--- src/rtl/rtc_uart_pkg.sv ---
`default_nettype none
// +-----------------------------------------------------------------------+
// | rtc_uart_pkg : shared state encoding, ASCII constants, frame lengths   |
// | Rev 1.0                                                                |
// +-----------------------------------------------------------------------+
package rtc_uart_pkg;

    localparam logic [1:0] ST_IDLE      = 2'd0;
    localparam logic [1:0] ST_SEND      = 2'd1;
    localparam logic [1:0] ST_WAIT_DONE = 2'd2;
    localparam logic [1:0] ST_GAP       = 2'd3;

    typedef enum logic [1:0] {
        S_IDLE      = ST_IDLE,
        S_SEND      = ST_SEND,
        S_WAIT_DONE = ST_WAIT_DONE,
        S_GAP       = ST_GAP
    } state_t;

    localparam logic [7:0] ASCII_ZERO = 8'h30;
    localparam logic [7:0] ASCII_CR   = 8'h0D;
    localparam logic [7:0] ASCII_LF   = 8'h0A;
    localparam logic [7:0] ASCII_ERR  = 8'h3F;

    localparam int unsigned FRAME_LEN_SHORT = 8;
    localparam int unsigned FRAME_LEN_CRLF  = 10;

endpackage
`default_nettype wire

--- src/rtl/rtc_bcd2ascii.sv ---
`default_nettype none
// +-----------------------------------------------------------------------+
// | rtc_bcd2ascii : one BCD digit to ASCII, invalid digits become '?'      |
// | Rev 1.0                                                                |
// +-----------------------------------------------------------------------+
module rtc_bcd2ascii (
    input  logic [3:0] nibble,
    output logic [7:0] ascii
);
    import rtc_uart_pkg::*;

    always_comb begin
        if (nibble <= 4'd9) begin
            ascii = ASCII_ZERO + {4'h0, nibble};
        end else begin
            ascii = ASCII_ERR;
        end
    end

endmodule
`default_nettype wire

--- src/rtl/rtc_time_tx_seq.sv ---
`default_nettype none
// +-----------------------------------------------------------------------+
// | rtc_time_tx_seq : sends a snapshot of the RTC time as "HH:MM:SS\r\n"   |
// | Rev 1.0                                                                |
// +-----------------------------------------------------------------------+
module rtc_time_tx_seq #(
    parameter logic [7:0]  SEP_CHAR    = 8'h3A,
    parameter bit          APPEND_CRLF = 1'b1,
    parameter int unsigned GAP_CYCLES  = 2
) (
    input  logic       clk,
    input  logic       rst,
    input  logic       trigger,
    input  logic [7:0] hour_bcd,
    input  logic [7:0] min_bcd,
    input  logic [7:0] sec_bcd,
    input  logic       tx_done,
    output logic       send_en,
    output logic [7:0] data,
    output logic       busy,
    output logic       frame_done,
    output logic       overrun
);
    import rtc_uart_pkg::*;

    localparam logic [3:0] c_last_idx = APPEND_CRLF ? 4'(FRAME_LEN_CRLF - 1)
                                                    : 4'(FRAME_LEN_SHORT - 1);
    localparam logic [7:0] c_gap_last = 8'(GAP_CYCLES - 1);

    state_t      r_state;
    state_t      w_next_state;
    logic [3:0]  r_idx;
    logic [23:0] r_snap;
    logic [7:0]  r_data;
    logic [7:0]  r_gap_cnt;
    logic        r_frame_done;
    logic        r_overrun;
    logic [3:0]  w_nibble;
    logic [7:0]  w_ascii;
    logic [7:0]  w_byte;
    logic        w_accept;
    logic        w_last_done;

    // A trigger in the frame_done cycle counts as arriving during the frame.
    assign w_accept    = (r_state == S_IDLE) && trigger && !r_frame_done;
    assign w_last_done = (r_state == S_WAIT_DONE) && tx_done && (r_idx == c_last_idx);

    always_comb begin
        case (r_idx)
            4'd0:    w_nibble = r_snap[23:20];
            4'd1:    w_nibble = r_snap[19:16];
            4'd3:    w_nibble = r_snap[15:12];
            4'd4:    w_nibble = r_snap[11:8];
            4'd6:    w_nibble = r_snap[7:4];
            4'd7:    w_nibble = r_snap[3:0];
            default: w_nibble = 4'd0;
        endcase
    end

    rtc_bcd2ascii u_bcd2ascii (
        .nibble (w_nibble),
        .ascii  (w_ascii)
    );

    always_comb begin
        case (r_idx)
            4'd2, 4'd5: w_byte = SEP_CHAR;
            4'd8:       w_byte = ASCII_CR;
            4'd9:       w_byte = ASCII_LF;
            default:    w_byte = w_ascii;
        endcase
    end

    always_ff @(posedge clk or posedge rst) begin
        if (rst) begin
            r_state <= S_IDLE;
        end else begin
            r_state <= w_next_state;
        end
    end

    always_comb begin
        w_next_state = r_state;
        send_en      = 1'b0;
        busy         = (r_state != S_IDLE);
        data         = r_data;
        case (r_state)
            S_IDLE: begin
                if (w_accept) w_next_state = S_SEND;
            end
            S_SEND: begin
                send_en      = 1'b1;
                data         = w_byte;
                w_next_state = S_WAIT_DONE;
            end
            S_WAIT_DONE: begin
                if (tx_done) begin
                    if (r_idx == c_last_idx) w_next_state = S_IDLE;
                    else if (GAP_CYCLES != 0) w_next_state = S_GAP;
                    else w_next_state = S_SEND;
                end
            end
            S_GAP: begin
                if (r_gap_cnt == c_gap_last) w_next_state = S_SEND;
            end
            default: w_next_state = S_IDLE;
        endcase
    end

    always_ff @(posedge clk or posedge rst) begin
        if (rst) begin
            r_idx        <= 4'd0;
            r_snap       <= 24'd0;
            r_data       <= 8'h00;
            r_gap_cnt    <= 8'd0;
            r_frame_done <= 1'b0;
            r_overrun    <= 1'b0;
        end else begin
            r_frame_done <= w_last_done;
            r_overrun    <= trigger && !w_accept;
            if (w_accept) begin
                r_snap <= {hour_bcd, min_bcd, sec_bcd};
                r_idx  <= 4'd0;
            end else if ((r_state == S_WAIT_DONE) && tx_done && (r_idx != c_last_idx)) begin
                r_idx <= r_idx + 4'd1;
            end
            if (r_state == S_SEND) r_data <= w_byte;
            if (r_state == S_GAP) r_gap_cnt <= r_gap_cnt + 8'd1;
            else r_gap_cnt <= 8'd0;
        end
    end

    assign frame_done = r_frame_done;
    assign overrun    = r_overrun;

endmodule
`default_nettype wire

--- config.mk ---
export PLATFORM = sky130hd
export DESIGN_NAME = rtc_time_tx_seq
export DESIGN_NICKNAME = d
export VERILOG_FILES = /design/src/rtl/rtc_uart_pkg.sv /design/src/rtl/rtc_bcd2ascii.sv /design/src/rtl/rtc_time_tx_seq.sv
export SDC_FILE = /design/constraint.sdc
export NUM_CORES = 1
export LEC_CHECK = 0
export CORE_ASPECT_RATIO = 1.5
export CORE_MARGIN = 2
export CORE_UTILIZATION = 44
export CTS_CLUSTER_SIZE = 10
export DETAILED_ROUTE_END_ITERATION = 8
export PLACE_DENSITY = 0.82
export SETUP_SLACK_MARGIN = 0.05
export SLEW_MARGIN = 20
export SYNTH_ARGS = -nofsm -noshare
export SYNTH_HDL_FRONTEND = slang
export SYNTH_SLANG_ARGS = --single-unit
export TNS_END_PERCENT = 50
--- constraint.sdc ---
create_clock -name clk -period 1.9 [get_ports clk]
set_clock_uncertainty 0.05 [all_clocks]
set_input_delay 0.285 -clock clk [delete_from_list [all_inputs] [get_ports clk]]
set_output_delay 0.285 -clock clk [all_outputs]
set_load 0.05 [all_outputs]
# Yosys cells after proc, flatten, opt, wreduce, memory -nomap -nowiden
# Cells that the tools add are included.
word_totals:
  out_inout_bits: 12
  in_bits: 28
  ff_bits: 48
classes:
  magnitude_cmp: 1
  n_eq_ne: 17
  add_sub_neg: 3
  reduce_logical: 14
  mux: 13
op_table:
  columns: ["operator", "n"]
  rows:
  - ["$mux 8", 3]
  - ["$pmux 4 s6", 1]
  - ["$pmux 8 s3", 1]
  - ["$eq 4x3->1 const B", 4]
  - ["$add 8x1->8 const B", 1]
  - ["$eq 4x2->1 const B", 2]
  - ["$eq 4x4->1 const B", 2]
  - ["$eq 8x1->1 const B", 1]
  - ["$mux 2", 4]
  - ["$mux 4", 2]
  - ["$pmux 2 s4", 1]
  - ["$add 6x4->7 const A", 1]
  - ["$logic_and 1x1->1", 6]
  - ["$ne 2x2->1 const B", 3]
  - ["$add 4x1->4 const B", 1]
  - ["$eq 2x2->1 const B", 2]
  - ["$eq 4x1->1 const B", 1]
  - ["$le 4x4->1 const B", 1]
  - ["$logic_not 4->1", 1]
  - ["$ne 4x4->1 const B", 1]
  - ["$reduce_bool 2->1", 2]
  - ["$reduce_and 3->1", 1]
  - ["$eq 2x1->1 const B", 1]
  - ["$logic_not 1->1", 2]
  - ["other kinds (3)", 3]

# Longest topological paths before layout
logic_depth:
  ltp_word: 6
  depth_mapped: 8
  ltp_nobuf: 7

# By module
# Synthesis repeated with hierarchy kept, for this count alone.
hier_totals:
  cells_unflattened: 215
  area_unflattened_um2: 2396.0
by_module_without_submodules:
  columns: ["module", "seq_area_each_um2", "n_inst", "area_per_inst_um2", "cells_per_inst"]
  rows:
  - ["rtc_time_tx_seq", 1201.2, 1, 2328.5, 204]
  - ["rtc_bcd2ascii", 0.0, 1, 67.6, 11]

# Worst setup path after synthesis
# Ideal clock, no wire load.
synth_path:
  kind: "flip-flop to output port"
  start: "register r_idx[0]"
  end: "output port data[1]"
  path_stages_with_launch: 9
  slack_ps: -1033
  arrival_time_ps: 2598
  cell_sequence: "dfrtp_1 inv_1 ha_1 clkbuf_1 a222oi_1 nor2b_1 a211oi_1 a31oi_1 o21ai_0"
synth_between:
  elab_chain_len: 6
synth_lines:
  columns: ["item", "line_no", "source"]
  rows:
  - ["start: declaration", "rtc_time_tx_seq.sv:32", "logic [3:0] r_idx;"]
  - ["start signal: assignment", "rtc_time_tx_seq.sv:125", "r_idx <= r_idx + 4'd1;"]
  - ["$eq 4x3->1 (tied with other cells)", "rtc_time_tx_seq.sv:49", "case (r_idx)"]
  - ["$pmux 4 s6", "rtc_time_tx_seq.sv:49", null]
  - ["$add 6x4->7 or $le 4x4->1 (tied branches)", "rtc_bcd2ascii.sv:14, rtc_bcd2ascii.sv:13", null]
  - ["$mux 8", "rtc_bcd2ascii.sv:13", "if (nibble <= 4'd9) begin"]
  - ["$pmux 8 s3 *", "rtc_time_tx_seq.sv:66", "case (r_idx)"]
  - ["$mux 8 *", null, null]
  - ["end: declaration", "rtc_time_tx_seq.sv:19", "output logic [7:0] data,"]
# Mark *: on every way between the ends. The rest lies on a longest branch, timed or not.

# Worst setup path after layout
layout_path:
  start: "register r_idx[0]"
  end: "output port data[2]"
# Same word-level chain as after synthesis.

==> results_dict.tcl <==
set metrics [dict create \
    status "complete, but fails checks" \
    violations "negative setup slack" \
    stdcell_area_um2 3370 \
    dieArea_um2 5820 \
    synth_top_cell_by_area "dfrtp_1" \
    mostFrequentLayoutCell "dfrtp_1" \
    synthFlopType "dfrtp_1" \
    path_class "flop to output pin" \
    max_freq_ghz 0.393 \
    root_buffer "clkbuf_8" \
    layout_common_cells "dfrtp_1 (45), clkdlybuf4s50_1 (28), mux2_2 (26), buf_4 (19)" \
    die_x_um 63.0 \
    worst_slack_ps -644 \
    grtUsageTotal 0.179 \
    rsz0062_at_grt "yes" \
    async_reset_ff_frac 1.00 \
    clock_sinks 48 \
    r2r-end "r_data[2]$_DFF_PP0_" \
    leakage_nw 1.43 \
    r2r_cells 6 \
    drt_iter0_markers 68 \
    r2r_setup_slack_ps -30 \
    drt_first_pass_iters 5 \
    num_antenna_cells 0 \
    rows 32 \
    placed_area_um2 3070 \
    crit_arrival_ps 2210 \
    clockBufferDepth 2 \
    synth_warnings 0 \
    avgSynthCellArea_um2 11.8 \
    hold_viol 0 \
    swShare 0.391 \
    place_congestion 0.788 \
    place.port_buffers 39 \
    p_sw_mw 2.05 \
    die_y_um 92.4 \
    final-max-slew-violation-count 0 \
    timing.setup.tns_ps -2710 \
    syn_inst 195 \
    drive_gt1_frac 0.405 \
    numCtsBuffers 5 \
    crit_required_ps 1560 \
    cap_violations 0 \
    clk_pin_slew_worst_paths_ps 80 \
    hp-class "input pin to asynchronous set/reset pin" \
    drc_errors 0 \
    cts_tree "yes" \
    start_kind "flop" \
    start_util 0.451 \
    crit_start "r_idx[0]$_DFFE_PP0P_" \
    finalCriticalPeriod_ps 2540 \
    synth_edf_count 0 \
    wl_per_cell_um 15.4 \
    synth_area_um2 2290 \
    synth_seq_cells 48 \
    worstSkewPairLatency_ps 290 \
    tightest_slew_ps 495 \
    grt_antenna_before_repair 0 \
    ys_seq_area_frac 0.524 \
    slew_headroom 0.669 \
    finalCritPeriodShare 1.34 \
    final_nets 296 \
    syn_to_final_growth_pct 47.0 \
    synth_cell_types 40 \
    p_per_area_nw_per_um2 1550 \
    rr_startpoint "r_idx[0]$_DFFE_PP0P_" \
    htreeDepth 2 \
    place_ws_ps -328 \
    pwr-share-clk 0.116 \
    num_vias 1732 \
    route.antenna.remaining_nets 0 \
    internal_power_mw 3.19 \
    cts_hold_buf 0 \
    finalSetupViolations 7 \
    coreArea_um2 5080 \
    grt_pass1_wl_mm 8.17 \
    path_max_fanout 4 \
    grt_max_degree 49 \
    dp_hpwl_mm 3.44 \
    synth_nets 233 \
    io_pins 40 \
    vias_per_cell 5.30 \
    drt-total-wl_mm 5.02 \
    grt_overflow 0 \
    yosysTopAreaCellShare 0.524 \
    first_global_vias 1764 \
    ir_drop_mv 1.09 \
    share_comb_of_total_power 0.571 \
    yosys-top-cells-area "dfrtp_1 (52%), mux2_2 (13%), ha_1 (5.5%)" \
    seq_power_share 0.313 \
    setup.worst_path.end_class "output pin" \
]
==> repair_timing <==
item / 4_1_cts / 5_1_grt
endpoints found under the setup margin: 13 / 17
pin swaps: 9 / 9
buffers inserted: 3 / 4
resized for setup: 21 / 16
==> state kept, by name (all words and copies together) (netlist names) <==
signal,count
r_gap_cnt,8
r_data,8
r_snap,24
overrun,1
frame_done,1
r_idx,4
r_state,2
==> synth_stat cells, types with 3 or more instances <==
master    instances
dfrtp_1          48
mux2_2           26
ha_1             10
nand2_1          10
inv_1             9
nor2_1            9
nand3_1           8
o21ai_0           7
and2_1            6
a21oi_1           5
nor2b_1           5
xnor2_1           5
a21o_1            4
a22oi_1           4
clkbuf_1          4
a221oi_1          3
xor2_1            3
==> metrics by stage <==
step           utilization  hold WS (ps)  instances  power [mW]
3_5_place_dp         0.604           431        313        4.35
5_1_grt              0.663           313        327        5.51
3_3_place_gp         0.604           424        313        4.28
4_1_cts              0.644           292        324        5.14
6_report             0.663           279        327        5.24
2_1_floorplan            -           352        195        3.35
==> final cells by class <==
| cell class | instances | area (um^2) |
|---|---|---|
| fillers | 364 | 1710 |
| flip-flops and latches | 48 | 1200 |
| repair buffers | 64 | 702 |
| clock buffers | 8 | 90.1 |
| inverters | 9 | 38.8 |
| multi-input cells | 130 | 1250 |
| well taps | 68 | 85.1 |
==> cells by family (layout without fill, tap and decap cells) <==
kind of cell    count (synthesis)  count (layout)  synth area share
simple gates                   50              50             0.116
compound gates                 34              34             0.107
xor+xnor                        8               8            0.0306
mux                            28              28             0.136
buf+inv                        17              81            0.0322
fa+ha+maj                      10              10            0.0546
flops                          48              48             0.524
==> routing by layer <==
layer,global-route usage,vias up,share of wire
met3,0.0328,10,0.034
li1,-,816,-
met4,0.0944,0,0.029
met1,0.213,858,0.39
met2,0.306,48,0.55
met5,0,-,0
==> critical path, stage by stage, from the launching register on <==
cell and delay, ps:
dfrtp_2 460, inv_4 60, ha_2 190, a222oi_1 390
a211oi_2 200, a221oi_2 380, nor2_4 70, buf_12 150
==> power groups by stage <==
| stage | clock (mW) | sequential (mW) | combinational [mW] |
|---|---|---|---|
| after CTS | 0.626 | 1.62 | 2.89 |
| after floorplan | 0 | 1.56 | 1.78 |
| after global routing | 0.671 | 1.67 | 3.17 |
| after detailed placement | 0 | 1.62 | 2.73 |
| after global placement | 0 | 1.61 | 2.67 |
| final | 0.607 | 1.64 | 2.99 |
==> worst max path at each step <==
stage | endpoint | slack, ps | depth (start not counted)
2_1_floorplan | data[1] | -160 | 8
3_3_place_gp | data[2] | -240 | 7
3_5_place_dp | data[2] | -330 | 7
4_1_cts | data[2] | -610 | 7
5_1_grt | data[2] | -740 | 7
6_report | data[2] | -640 | 7
Note: power is estimated with default switching activity, not from simulation.
==> variant 1, RTL diff (same flow settings) <==
Put a register stage on the output `data`, with the module's reset. The value now appears one clock later. The other outputs are not delayed to match.
--- a/src/rtl/rtc_time_tx_seq.sv
+++ b/src/rtl/rtc_time_tx_seq.sv
@@ -28,2 +28,4 @@
     localparam logic [7:0] c_gap_last = 8'(GAP_CYCLES - 1);
+
+    logic [7:0] data_d;
 
@@ -85,3 +87,3 @@
         busy         = (r_state != S_IDLE);
-        data         = r_data;
+        data_d       = r_data;
         case (r_state)
@@ -92,3 +94,3 @@
                 send_en      = 1'b1;
-                data         = w_byte;
+                data_d       = w_byte;
                 w_next_state = S_WAIT_DONE;
@@ -135,2 +137,10 @@
 
+    always_ff @(posedge clk or posedge rst) begin
+        if (rst) begin
+            data <= '0;
+        end else begin
+            data <= data_d;
+        end
+    end
+
 endmodule
Check against the original RTL: not equivalent (Yosys sat finds a counterexample within 4 cycles, from zero or initial values and one cycle with rst high).
==> variant 1 against the unedited design <==
- routed wire length is 11% lower
- cell count is 10% lower
- total power is 18% lower
- register-to-register slack better by 110 ps
- utilization is 5.7 points lower
- sequential share of layout area is 2.9 points higher
- sequential cell count is 3 lower
- cell area is 14% lower
- worst hold slack better by 4.4 ps
- area after synthesis is 4.4% lower
- combinational power is 28% lower
- non-clock buffer count is 17 lower
- worst setup slack better by 720 ps
- largest power group unchanged
==> variant 1: results (changes against the unedited design) <==
| Metric | Value |
|---|---|
| Outcome | `completed` |
| Area grow syn2layout | `33.0%` |
| Post_cts resized | `1 (-95%)` |
| Synth cell count leaders | `dfrtp_1 (45), mux2_2 (24), nor2_1 (12)` |
| Pwr dens | `1480 nW/um^2 (-5.1%)` |
| First-pass GRT wire length | `7250 um (-11%)` |
| DP Wirelength | `3080 um (-11%)` |
| Top Registers | `r_snap (24), r_gap_cnt (8), data (5)` |
| Max stage delay on crit path | `400 ps (-60 ps)` |
| Cell internal pwr | `0.00268 W (-16%)` |
| Worst path slowest cell | `a222oi_1` |
| Worst vdd ir | `0.790 mV (-27%)` |
| Worst setup path class | `reg -> reg` |
| Met3 WL | `114 um (-34%)` |
| GR Util met1 | `21.9% (+0.60 points)` |
| Least-Margin Pin Slew | `505 ps (+9.51 ps)` |
| Pin count of the biggest net entering global routing | `46 (-6.1%)` |
| Tot GR Track Use | `17.3% (-0.58 points)` |
| Post-CTS setup buffer count | `0 (-3)` |
| Fillcell total | `417 (+15%)` |
| Area contributors post-synth | `dfrtp_1 (51%), mux2_2 (12%), ha_1 (5.7%), mux2i_1 (4.1%), a222oi_1 (3.7%)` |
| Static leakage | `1.25 nW (-13%)` |
| Sequential area share after synthesis | `51.4% (-1.0 points)` |
| Final Wtd Congestion | `0.826 (+4.9%)` |
| Critical Path AT | `1960 ps (-250 ps)` |
| Clk pwr share | `13.4% (+1.8 points)` |
[variant 1: cell count changes in the layout (fill, tap and decap cells not counted), sizes merged, moves of 4 or more]
| cell | before | now |
|---|---|---|
| buf | 36 | 13 |
| mux2i | 2 | 9 |
| a222oi | 2 | 8 |
| nand2 | 10 | 4 |
| a22oi | 4 | 0 |
[variant 1: path summary, 6_finish.rpt]
kind,slack [ps],depth (start not counted),endpoint
max reg2reg,80,6,data[3]
max in group asynchronous,1310,3,data[2]
max,80,6,data[3]
min reg2reg,450,1,r_gap_cnt[0]
min,280,3,r_snap[0]
min in group clk,450,1,r_gap_cnt[0]
[variant 1: logic make-up (layout without fill, tap and decap cells)]
kind of cell             count (synthesis)  count (layout)  synth area share [%]
flip-flops                              45              45                  51.4
XOR/XNOR                                 9               9                  3.60
adder cells (fa/ha/maj)                 10              10                  5.71
AO/OA/AOI/OAI                           23              23                  8.45
multiplexers                            33              33                  16.4
buffers and inverters                   19              64                  4.00
AND/OR/NAND/NOR                         42              42                  10.3
other                                    1               2                 0.171
[variant 1: area by class of cell]
class / count / area [sq um] / share of cell area (%)
clock inverter: 1 / 7.51 / 0.258
tap: 66 / 82.6 / 2.83
sequential: 45 / 1130 / 38.6
timing repair buffer: 47 / 514 / 17.6
multi-input combinational: 119 / 1070 / 36.7
inverter: 9 / 37.5 / 1.29
clock buffer: 7 / 76.3 / 2.62
[variant 1: stage by stage]
step	TNS (ps)	util, %	std cells	instance area [sq um]	setup slack [ps]
floorplan	-93.1	-	183	2240	-18.6
global placement	0	56.4	280	2710	114
detailed placement	0	56.4	280	2710	71.0
CTS	0	58.2	288	2800	71.3
global route	-48.4	60.6	294	2920	-23.4
finish	0	60.6	294	2920	77.8
==> variant 2, RTL diff (same flow settings) <==
Without the edit above. `APPEND_CRLF`: 1'b1 -> 1'b0.
--- a/src/rtl/rtc_time_tx_seq.sv
+++ b/src/rtl/rtc_time_tx_seq.sv
@@ -7,3 +7,3 @@
     parameter logic [7:0]  SEP_CHAR    = 8'h3A,
-    parameter bit          APPEND_CRLF = 1'b1,
+    parameter bit          APPEND_CRLF = 1'b0,
     parameter int unsigned GAP_CYCLES  = 2
Formal check against the unedited RTL: no difference found for any inputs over 10 cycles, from zero or initial values and one cycle with rst high; that may be too few to reach the edited logic, so the function may still have changed.
==> variant 2 against the unedited design <==
- the flow still finishes with violations (negative setup slack)
- worst setup slack got worse by 110 ps
- cell area increased by 3.5%
- total power about the same
- sequential share of layout area decreased by 1.2 points
- area after synthesis increased by 1.5%
- critical path depth increased by 1
- sequential cell count unchanged
- global-route usage increased by 0.69 points
- count of clock-buffer cells in the layout decreased by 2
- worst hold slack got worse by 5.2 ps
- routed wire length increased by 2.9%
==> variant 2: results (changes against the unedited design) <==
| Metric | Value |
|---|---|
| Static leakage | `1.54 nW (+7.3%)` |
| Share of layout cells above drive strength 1 | `41.7% (+1.2 points)` |
| Yosys cell types | `41 (+2.5%)` |
| Total Wirelength | `5170 um (+2.9%)` |
| Post-synthesis mux area share | `14.8% (+1.2 points)` |
| Slew headroom | `67.3% (+0.40 points)` |
| Synth Area in Adders | `5.37% (-0.082 points)` |
| DP Area | `3190 sq um (+4.0%)` |
| DP Wirelength | `3800 um (+10%)` |
| Fin worst setup slack | `-754 ps (-111 ps)` |
| Critical path peak fanout | `5 (+1)` |
| Worst vdd ir | `0.784 mV (-28%)` |
| Fin cells | `339 (+3.7%)` |
| Multi-input combinational cell area | `1280 sq um (+2.6%)` |
| CTS max path bufs | `2 (unchanged)` |
| Vias in the first global route | `1852 (+5.0%)` |
| Setup tns final | `-3820 ps (-1110 ps)` |
| Critical Path AT | `2320 ps (+110 ps)` |
| Violated checks | `negative setup slack` |
| Area contributors post-synth | `dfrtp_1 (52%), mux2_2 (12%), ha_1 (5.4%), mux2i_1 (2.6%), nor2_1 (2.4%)` |
| Sequential area share after synthesis | `51.6% (-0.79 points)` |
| Fillcell total | `399 (+9.6%)` |
| RR Endpoint | `r_data[0]` |
| Sw Share | `37.7% (-1.4 points)` |
| # nets final | `308 (+4.1%)` |
| Vias | `1773 (+2.4%)` |
| First-pass GRT wire length | `8550 um (+4.7%)` |
| Worst-path clk slew | `90 ps` |
| Outcome | `complete, but fails checks` |
| Synth cell count leaders | `dfrtp_1 (48), mux2_2 (24), nor2_1 (15)` |
| Pin count of the biggest net entering global routing | `49 (unchanged)` |
| Synth Area in XOR/XNOR | `3.39% (+0.33 points)` |
| Synth Area in Compound Gates | `8.11% (-2.6 points)` |
| FF-to-FF Start | `r_idx[1]` |
| Starting DRT DRC Count | `73 (+7.4%)` |
| Syn Area/Cell | `11.9 sq um (+1.5%)` |
| Cell total after placement | `324 (+3.5%)` |
| FF-to-FF setup slack | `-180 ps (-150 ps)` |
| Finish-stage setup viols | `11 (+4)` |
| Final Wtd Congestion | `0.848 (+7.6%)` |
==> variant 2: changes by cell type in the layout (fill, tap and decap cells not counted), moves of 4 or more <==
cell and change:
a21o_1 -4, buf_4 +14, inv_1 -4, inv_2 +4
mux2_2 -11, mux2_4 +10, nor2_1 +5
==> variant 2: worst max-delay path, stage by stage, from the launching register on <==
cell	delay [ps]
dfrtp_2	470
ha_4	200
and3b_1	180
a221o_1	330
a211o_1	280
a211oi_2	210
buf_4	150
a211oi_4	40
buf_6	160
==> variant 2: cell type report <==
| class | instances | area share [%] |
|---|---|---|
| clock inverter | 2 | 1.00 |
| clock buffer | 6 | 2.08 |
| timing repair buffer | 75 | 22.2 |
| sequential | 48 | 34.6 |
| multi-input combinational | 132 | 36.8 |
| tap | 68 | 2.44 |
| inverter | 8 | 0.969 |
==> variant 2: power by group through the flow <==
stage | clock network (W) | registers, W | logic [W]
2_1_floorplan | 0 | 0.00157 | 0.00169
3_3_place_gp | 0 | 0.00162 | 0.00255
3_5_place_dp | 0 | 0.00164 | 0.00262
4_1_cts | 0.000738 | 0.00164 | 0.00271
5_1_grt | 0.000779 | 0.00168 | 0.00308
6_report | 0.000719 | 0.00165 | 0.00287
==> variant 2: timing repair <==
action                     4_1_cts  5_1_grt
setup buffers                    2        5
pin swaps                       11        2
setup endpoints to repair       13       30
hold buffers                     0        0
gates resized for setup         16       15
==> variant 2: cell families (layout without fill, tap and decap cells) <==
logic type / Yosys count / after routing
AO/OA/AOI/OAI: 24 / 24
XOR/XNOR: 9 / 9
adder cells (fa/ha/maj): 10 / 10
buffers and inverters: 15 / 91
flip-flops: 48 / 48
multiplexers: 31 / 31
AND/OR/NAND/NOR: 58 / 58
==> variant 2: stage by stage <==
stage / setup WS [ps] / total power (W) / hold WS (ps)
2_1_floorplan: -569 / 0.00325 / 357
3_3_place_gp: -456 / 0.00417 / 444
3_5_place_dp: -545 / 0.00426 / 450
4_1_cts: -685 / 0.00509 / 290
5_1_grt: -824 / 0.00554 / 308
6_report: -754 / 0.00524 / 274
==> variant 2: worst max-delay path by stage <==
stage             start         to  slack, ps  cells after the start
2_1_floorplan  r_idx[0]  r_data[0]       -570                      7
3_3_place_gp   r_idx[0]    data[2]       -460                      9
3_5_place_dp   r_idx[0]    data[2]       -550                      9
4_1_cts        r_idx[1]    data[2]       -680                      8
5_1_grt        r_idx[1]    data[2]       -820                     10
6_report       r_idx[1]    data[2]       -750                      8
==> variant 2: layer usage <==
| layer | vias to the layer above | share of wire, % | wire length, um | track usage (%) |
|---|---|---|---|---|
| li1 | 835 | - | - | - |
| met1 | 888 | 37 | 1910 | 20.5 |
| met2 | 33 | 57 | 2930 | 33.6 |
| met3 | 17 | 3.2 | 166 | 3.73 |
| met4 | 0 | 3.1 | 158 | 9.24 |
| met5 | - | 0 | 0 | 0 |
